--- config.mk ---
export PLATFORM = sky130hd
export DESIGN_NAME = l2_flush_seq
export DESIGN_NICKNAME = d
export VERILOG_FILES = /design/src/rtl/l2_flush_seq.sv
export SDC_FILE = /design/constraint.sdc
export NUM_CORES = 1
export LEC_CHECK = 0
export ABC_AREA = 1
export BUFFER_PORTS_ARGS = -buffer_cell sky130_fd_sc_hd__buf_2
export CAP_MARGIN = 20
export CORE_MARGIN = 3
export CORE_UTILIZATION = 49
export DETAILED_ROUTE_END_ITERATION = 12
export PLACE_DENSITY_LB_ADDON = 0.08
export SLEW_MARGIN = 20
export SYNTH_ARGS = -nofsm -noshare
export SYNTH_HDL_FRONTEND = slang
export SYNTH_SLANG_ARGS = --single-unit
--- constraint.sdc ---
create_clock -name clk -period 1.7 [get_ports clk]
set_input_delay 0.17 -clock clk [delete_from_list [all_inputs] [get_ports clk]]
set_output_delay 0.17 -clock clk [all_outputs]
set_load 0.01 [all_outputs]
--- src/rtl/l2_flush_seq.sv ---
// rtl/l2_flush_seq.sv - L2 set/way walk flush sequencer with writeback and drain
module l2_flush_seq #(
  parameter int L2_SETS        = 256,
  parameter int L2_WAYS        = 8,
  parameter int WORDS_PER_LINE = 4,
  parameter int SB             = $clog2(L2_SETS),
  parameter int WB             = $clog2(L2_WAYS)
) (
  input  logic                      clk,
  input  logic                      rst,
  input  logic                      flush_valid,
  input  logic                      flush_all,
  output logic                      flush_ready,
  output logic                      rd_valid,
  input  logic                      rd_ready,
  output logic [SB-1:0]             rd_set,
  output logic [WB-1:0]             rd_way,
  input  logic [WORDS_PER_LINE-1:0] rd_word_valid,
  input  logic                      rd_hprot,
  output logic                      wb_valid,
  input  logic                      wb_ready,
  output logic [SB-1:0]             wb_set,
  output logic [WB-1:0]             wb_way,
  input  logic                      drain_empty,
  output logic                      busy,
  output logic                      flush_done,
  output logic                      acc_flush_done
);

  typedef enum logic [2:0] {
    S_IDLE,
    S_RD,
    S_CHK,
    S_WBK,
    S_DRAIN,
    S_DONE
  } state_t;

  localparam logic [SB-1:0] LAST_SET = SB'(L2_SETS - 1);
  localparam logic [WB-1:0] LAST_WAY = WB'(L2_WAYS - 1);

  state_t        state_q, state_d;
  logic [SB-1:0] set_q, set_d;
  logic [WB-1:0] way_q, way_d;
  logic          mode_q, mode_d;
  logic          advance;
  logic          candidate;

  // A line needs eviction if any word is valid and the flush mode covers it
  assign candidate = (|rd_word_valid) & (mode_q | ~rd_hprot);

  // Both request channels always present the walk position; valid qualifies them
  assign rd_set = set_q;
  assign rd_way = way_q;
  assign wb_set = set_q;
  assign wb_way = way_q;
  assign busy   = (state_q != S_IDLE);

  // State, walk counters and latched flush mode
  always_ff @(posedge clk or posedge rst) begin
    if (rst) begin
      state_q <= S_IDLE;
      set_q   <= '0;
      way_q   <= '0;
      mode_q  <= 1'b0;
    end else begin
      state_q <= state_d;
      set_q   <= set_d;
      way_q   <= way_d;
      mode_q  <= mode_d;
    end
  end

  // Next-state, counter advance and handshake outputs
  always_comb begin
    state_d        = state_q;
    set_d          = set_q;
    way_d          = way_q;
    mode_d         = mode_q;
    advance        = 1'b0;
    flush_ready    = 1'b0;
    rd_valid       = 1'b0;
    wb_valid       = 1'b0;
    flush_done     = 1'b0;
    acc_flush_done = 1'b0;

    case (state_q)
      S_IDLE: begin
        flush_ready = 1'b1;
        if (flush_valid) begin
          mode_d  = flush_all;
          set_d   = '0;
          way_d   = '0;
          state_d = S_RD;
        end
      end
      S_RD: begin
        rd_valid = 1'b1;
        if (rd_ready) state_d = S_CHK;
      end
      S_CHK: begin
        if (candidate) state_d = S_WBK;
        else           advance = 1'b1;
      end
      S_WBK: begin
        wb_valid = 1'b1;
        if (wb_ready) advance = 1'b1;
      end
      S_DRAIN: begin
        if (drain_empty) state_d = S_DONE;
      end
      S_DONE: begin
        flush_done     = mode_q;
        acc_flush_done = ~mode_q;
        state_d        = S_IDLE;
      end
      default: state_d = S_IDLE;
    endcase

    // End of walk is found by comparing against the last index, so counters never wrap
    if (advance) begin
      if (way_q != LAST_WAY) begin
        way_d   = way_q + 1'b1;
        state_d = S_RD;
      end else if (set_q != LAST_SET) begin
        way_d   = '0;
        set_d   = set_q + 1'b1;
        state_d = S_RD;
      end else begin
        state_d = S_DRAIN;
      end
    end
  end

endmodule

==> results.sh <==
export IMPL_clkTransAtPathRegs_ns=0.08
export IMPL_cts_max_level=1
export IMPL_cts_root_buf="clkbuf_4"
export IMPL_synth_top_family_by_area="simple AND/OR/NAND/NOR gates"
export IMPL_synthToLayoutAreaGrowth_pct=15.99
export IMPL_final_cell_area_sq_mm=0.001289
export IMPL_grt_pass1_vias=900
export IMPL_drv_cap=0
export IMPL_dieArea_sq_mm=0.002875
export IMPL_wl_per_cell_um=11.28
export IMPL_synthAdderAreaFrac_pct=3.378
export IMPL_outcome="finished, final reports clean"
export IMPL_yosys_area_share_simple_pct=38.96
export IMPL_met3_usage_pct=3.047
export IMPL_power_density_mw_per_mm2=1008
export IMPL_tightest_slew_ns=0.5910
export IMPL_slew_violations=0
export IMPL_max_freq_mhz=672.8
export IMPL_first_pass_iters=6
export IMPL_slowest_delay_ns=0.44
export IMPL_timing_critical_path_buf_inv=2
export IMPL_muxShareOfSynthArea_pct=0
export IMPL_gp_congestion=0.7869
export IMPL_initial_core_util_pct=53.88
export IMPL_cts_sinks=15
export IMPL_pin_count=40
export IMPL_critPathTopFamily="adder cells"
export IMPL_p_clk_share_pct=15.6
export IMPL_critPathKind="register to register"
export IMPL_path_cells="ha_1 -> ha_2 -> inv_1 -> buf_4 -> nor2_4 -> nand3b_1 -> nand2_1"
export IMPL_slowest_stage="dfrtp_1"
export IMPL_p_leak_nw=0.7213
export IMPL_grt_met1_usage_pct=19.90
export IMPL_clk_latency_ns=0.28
export IMPL_arrival_ns=1.67
export IMPL_layout_drive_gt1_share_pct=34.24
export IMPL_port_buffers=39
export IMPL_p_int_mw=0.7364
export IMPL_cts_buffer_depth=2
export IMPL_switching_share_pct=43.32
export IMPL_die_h_um=53.62
export IMPL_rsz0062_at_grt="false"
export IMPL_grt_busiest_layer="met2"
export IMPL_worstSetupEndpointType="register"
export IMPL_cts_buffers_inserted=3
export IMPL_fin_setup_tns_ns=0
export IMPL_synth_compound_area_share_pct=6.532
export IMPL_synth_distinct_cells=27
export IMPL_grt_max_degree=16
export IMPL_final_hold_viol_count=0
export IMPL_startpoint_type="register"
export IMPL_hold_class="input port to register"
export IMPL_post_cts_setup_buffer_count=0
export IMPL_globalRouteTotalUtil_pct=17.76
export IMPL_syn_inst=152
export IMPL_yosys_warnings=0
export IMPL_pwr_share_comb_pct=46.0
export IMPL_wl_mm=2.380
export IMPL_finalSetupViolations=0
export IMPL_syn_area_sq_mm=0.001111
export IMPL_pwr_share_seq_pct=38.4
export IMPL_vias=1057
export IMPL_drc_errors=0
export IMPL_fin_crit_ns=1.486
export IMPL_dp_hpwl_mm=1.910
export IMPL_clock_skew_ns=0.001656
export IMPL_ys_ff_latch=15
export IMPL_place_area_sq_mm=0.001246
export IMPL_grt_ovfl_total=0
export IMPL_synth_xor_xnor_area_share_pct=1.577
export IMPL_synth_nets=167
export IMPL_grtUsageMet2_pct=30.41
export IMPL_drt_iter0_drc=19
export IMPL_finalNetCount=200
export IMPL_grt_pass1_wl_mm=3.684
export IMPL_cts_tree="yes"
export IMPL_worstPathRequired_ns=1.88
export IMPL_avgSynthCellArea_sq_um=7.310
export IMPL_antenna_cells=0
export IMPL_grt_antenna_before_repair=0
export IMPL_synth_seq_area_share_pct=33.78
export IMPL_post_route_period_util_pct=87.43
export IMPL_cp_max_fo=5
export IMPL_via_per_inst=5.009
export IMPL_peakVddDrop_mv=0.5063
export IMPL_drtAntennaViolNets=0
export IMPL_core_area_sq_mm=0.002062
export IMPL_die_x_um=53.62
export IMPL_rows=16
export IMPL_p_switching_mw=0.5629
export IMPL_slew_headroom_pct=60.56
through the flow:
stage | power (mW) | utilization (%) | std cells | hold WS, ns | worst slack (ns)
2_1_floorplan | 0.9792 | - | 152 | 0.07148 | 0.1975
3_3_place_gp | 1.088 | 60.44 | 206 | 0.2608 | 0.2302
3_5_place_dp | 1.098 | 60.44 | 206 | 0.2587 | 0.1260
4_1_cts | 1.308 | 62.20 | 211 | 0.08609 | 0.09920
5_1_grt | 1.413 | 62.50 | 211 | 0.08759 | 0.08645
6_report | 1.299 | 62.50 | 211 | 0.09044 | 0.2138
flip-flops by register name, summed over array words and instances (netlist names):
name,flops
rd_set,8
rd_way,3
state_q,3
mode_q,1
routing by layer:
layer	up-vias	share of wire [%]
li1	544	-
met1	479	43
met2	31	50
met3	3	5.5
met4	0	1.5
met5	-	0
worst reg2reg max path: cells and delay by family (launching register included):
kind	cells	cell delay (ns)
and+or+nand+nor	3	0.17
buffers and inverters	2	0.33
adders and majority gates	2	0.45
DFF	1	0.44
kinds of logic after synthesis:
| logic type | Yosys count |
|---|---|
| compound gates | 14 |
| buf+inv | 31 |
| flops | 15 |
| xor+xnor | 2 |
| simple gates | 87 |
| fa+ha+maj | 3 |
synthesized netlist by cell type (all sizes together):
cell type  instances  share of area, %
xor2               2               1.6
inv               17               6.0
o21ai             10               4.5
and2               1              0.56
nor3               2               1.4
nand2             41                15
nand4              4               2.3
nor2              16               7.2
nand3b             1              0.68
nand3             20                11
dfrtp             15                34
a21oi              3               1.4
buf               14               9.8
a21o               1              0.68
ha                 3               3.4
or2                2               1.1
cell usage in the layout (no fill, tap or decap), types with 3 or more instances in the layout:
cell,netlist,routed
a21oi_1,3,3
buf_2,0,39
clkbuf_4,0,3
dfrtp_1,15,15
inv_1,13,13
inv_2,3,3
nand2_1,37,37
nand2_2,3,3
nand3_1,18,18
nand4_1,4,4
nor2_1,12,12
o21ai_0,3,3
o21ai_1,7,6
final timing paths:
kind | to | cells after the start | startpoint | slack, ns
worst min-delay path | mode_q | 3 | flush_all | 0.09
worst max-delay path | rd_set[6] | 7 | rd_way[0] | 0.21
min in group asynchronous | rd_way[1] | 3 | rst | 0.48
worst min register to register | rd_way[2] | 2 | rd_way[2] | 0.56
worst max register to register | rd_set[6] | 7 | rd_way[0] | 0.21
max in group asynchronous | rd_set[1] | 3 | rst | 0.83
power by group through the flow:
stage	clock (mW)	combinational [mW]	sequential [mW]
after floorplan	0	0.499	0.480
after global placement	0	0.588	0.500
after detailed placement	0	0.592	0.507
after CTS	0.209	0.599	0.499
after global routing	0.224	0.680	0.509
final	0.202	0.598	0.499
area by class of cell:
type | instances | area (sq um)
repair buffers | 42 | 220.2
clock buffers | 4 | 26.28
well taps | 27 | 33.78
fillers | 199 | 773.2
inverters | 17 | 66.31
flip-flops and latches | 15 | 375.4
multi-input cells | 106 | 566.8
repair_timing:
| action | 4_1_cts | 5_1_grt |
|---|---|---|
| gates resized for setup | 0 | 2 |
| endpoints found under the hold margin | 15 | 0 |
| endpoints found under the setup margin | 0 | 3 |
| hold buffers | 1 | 0 |
(Power assumes the default switching activity.)
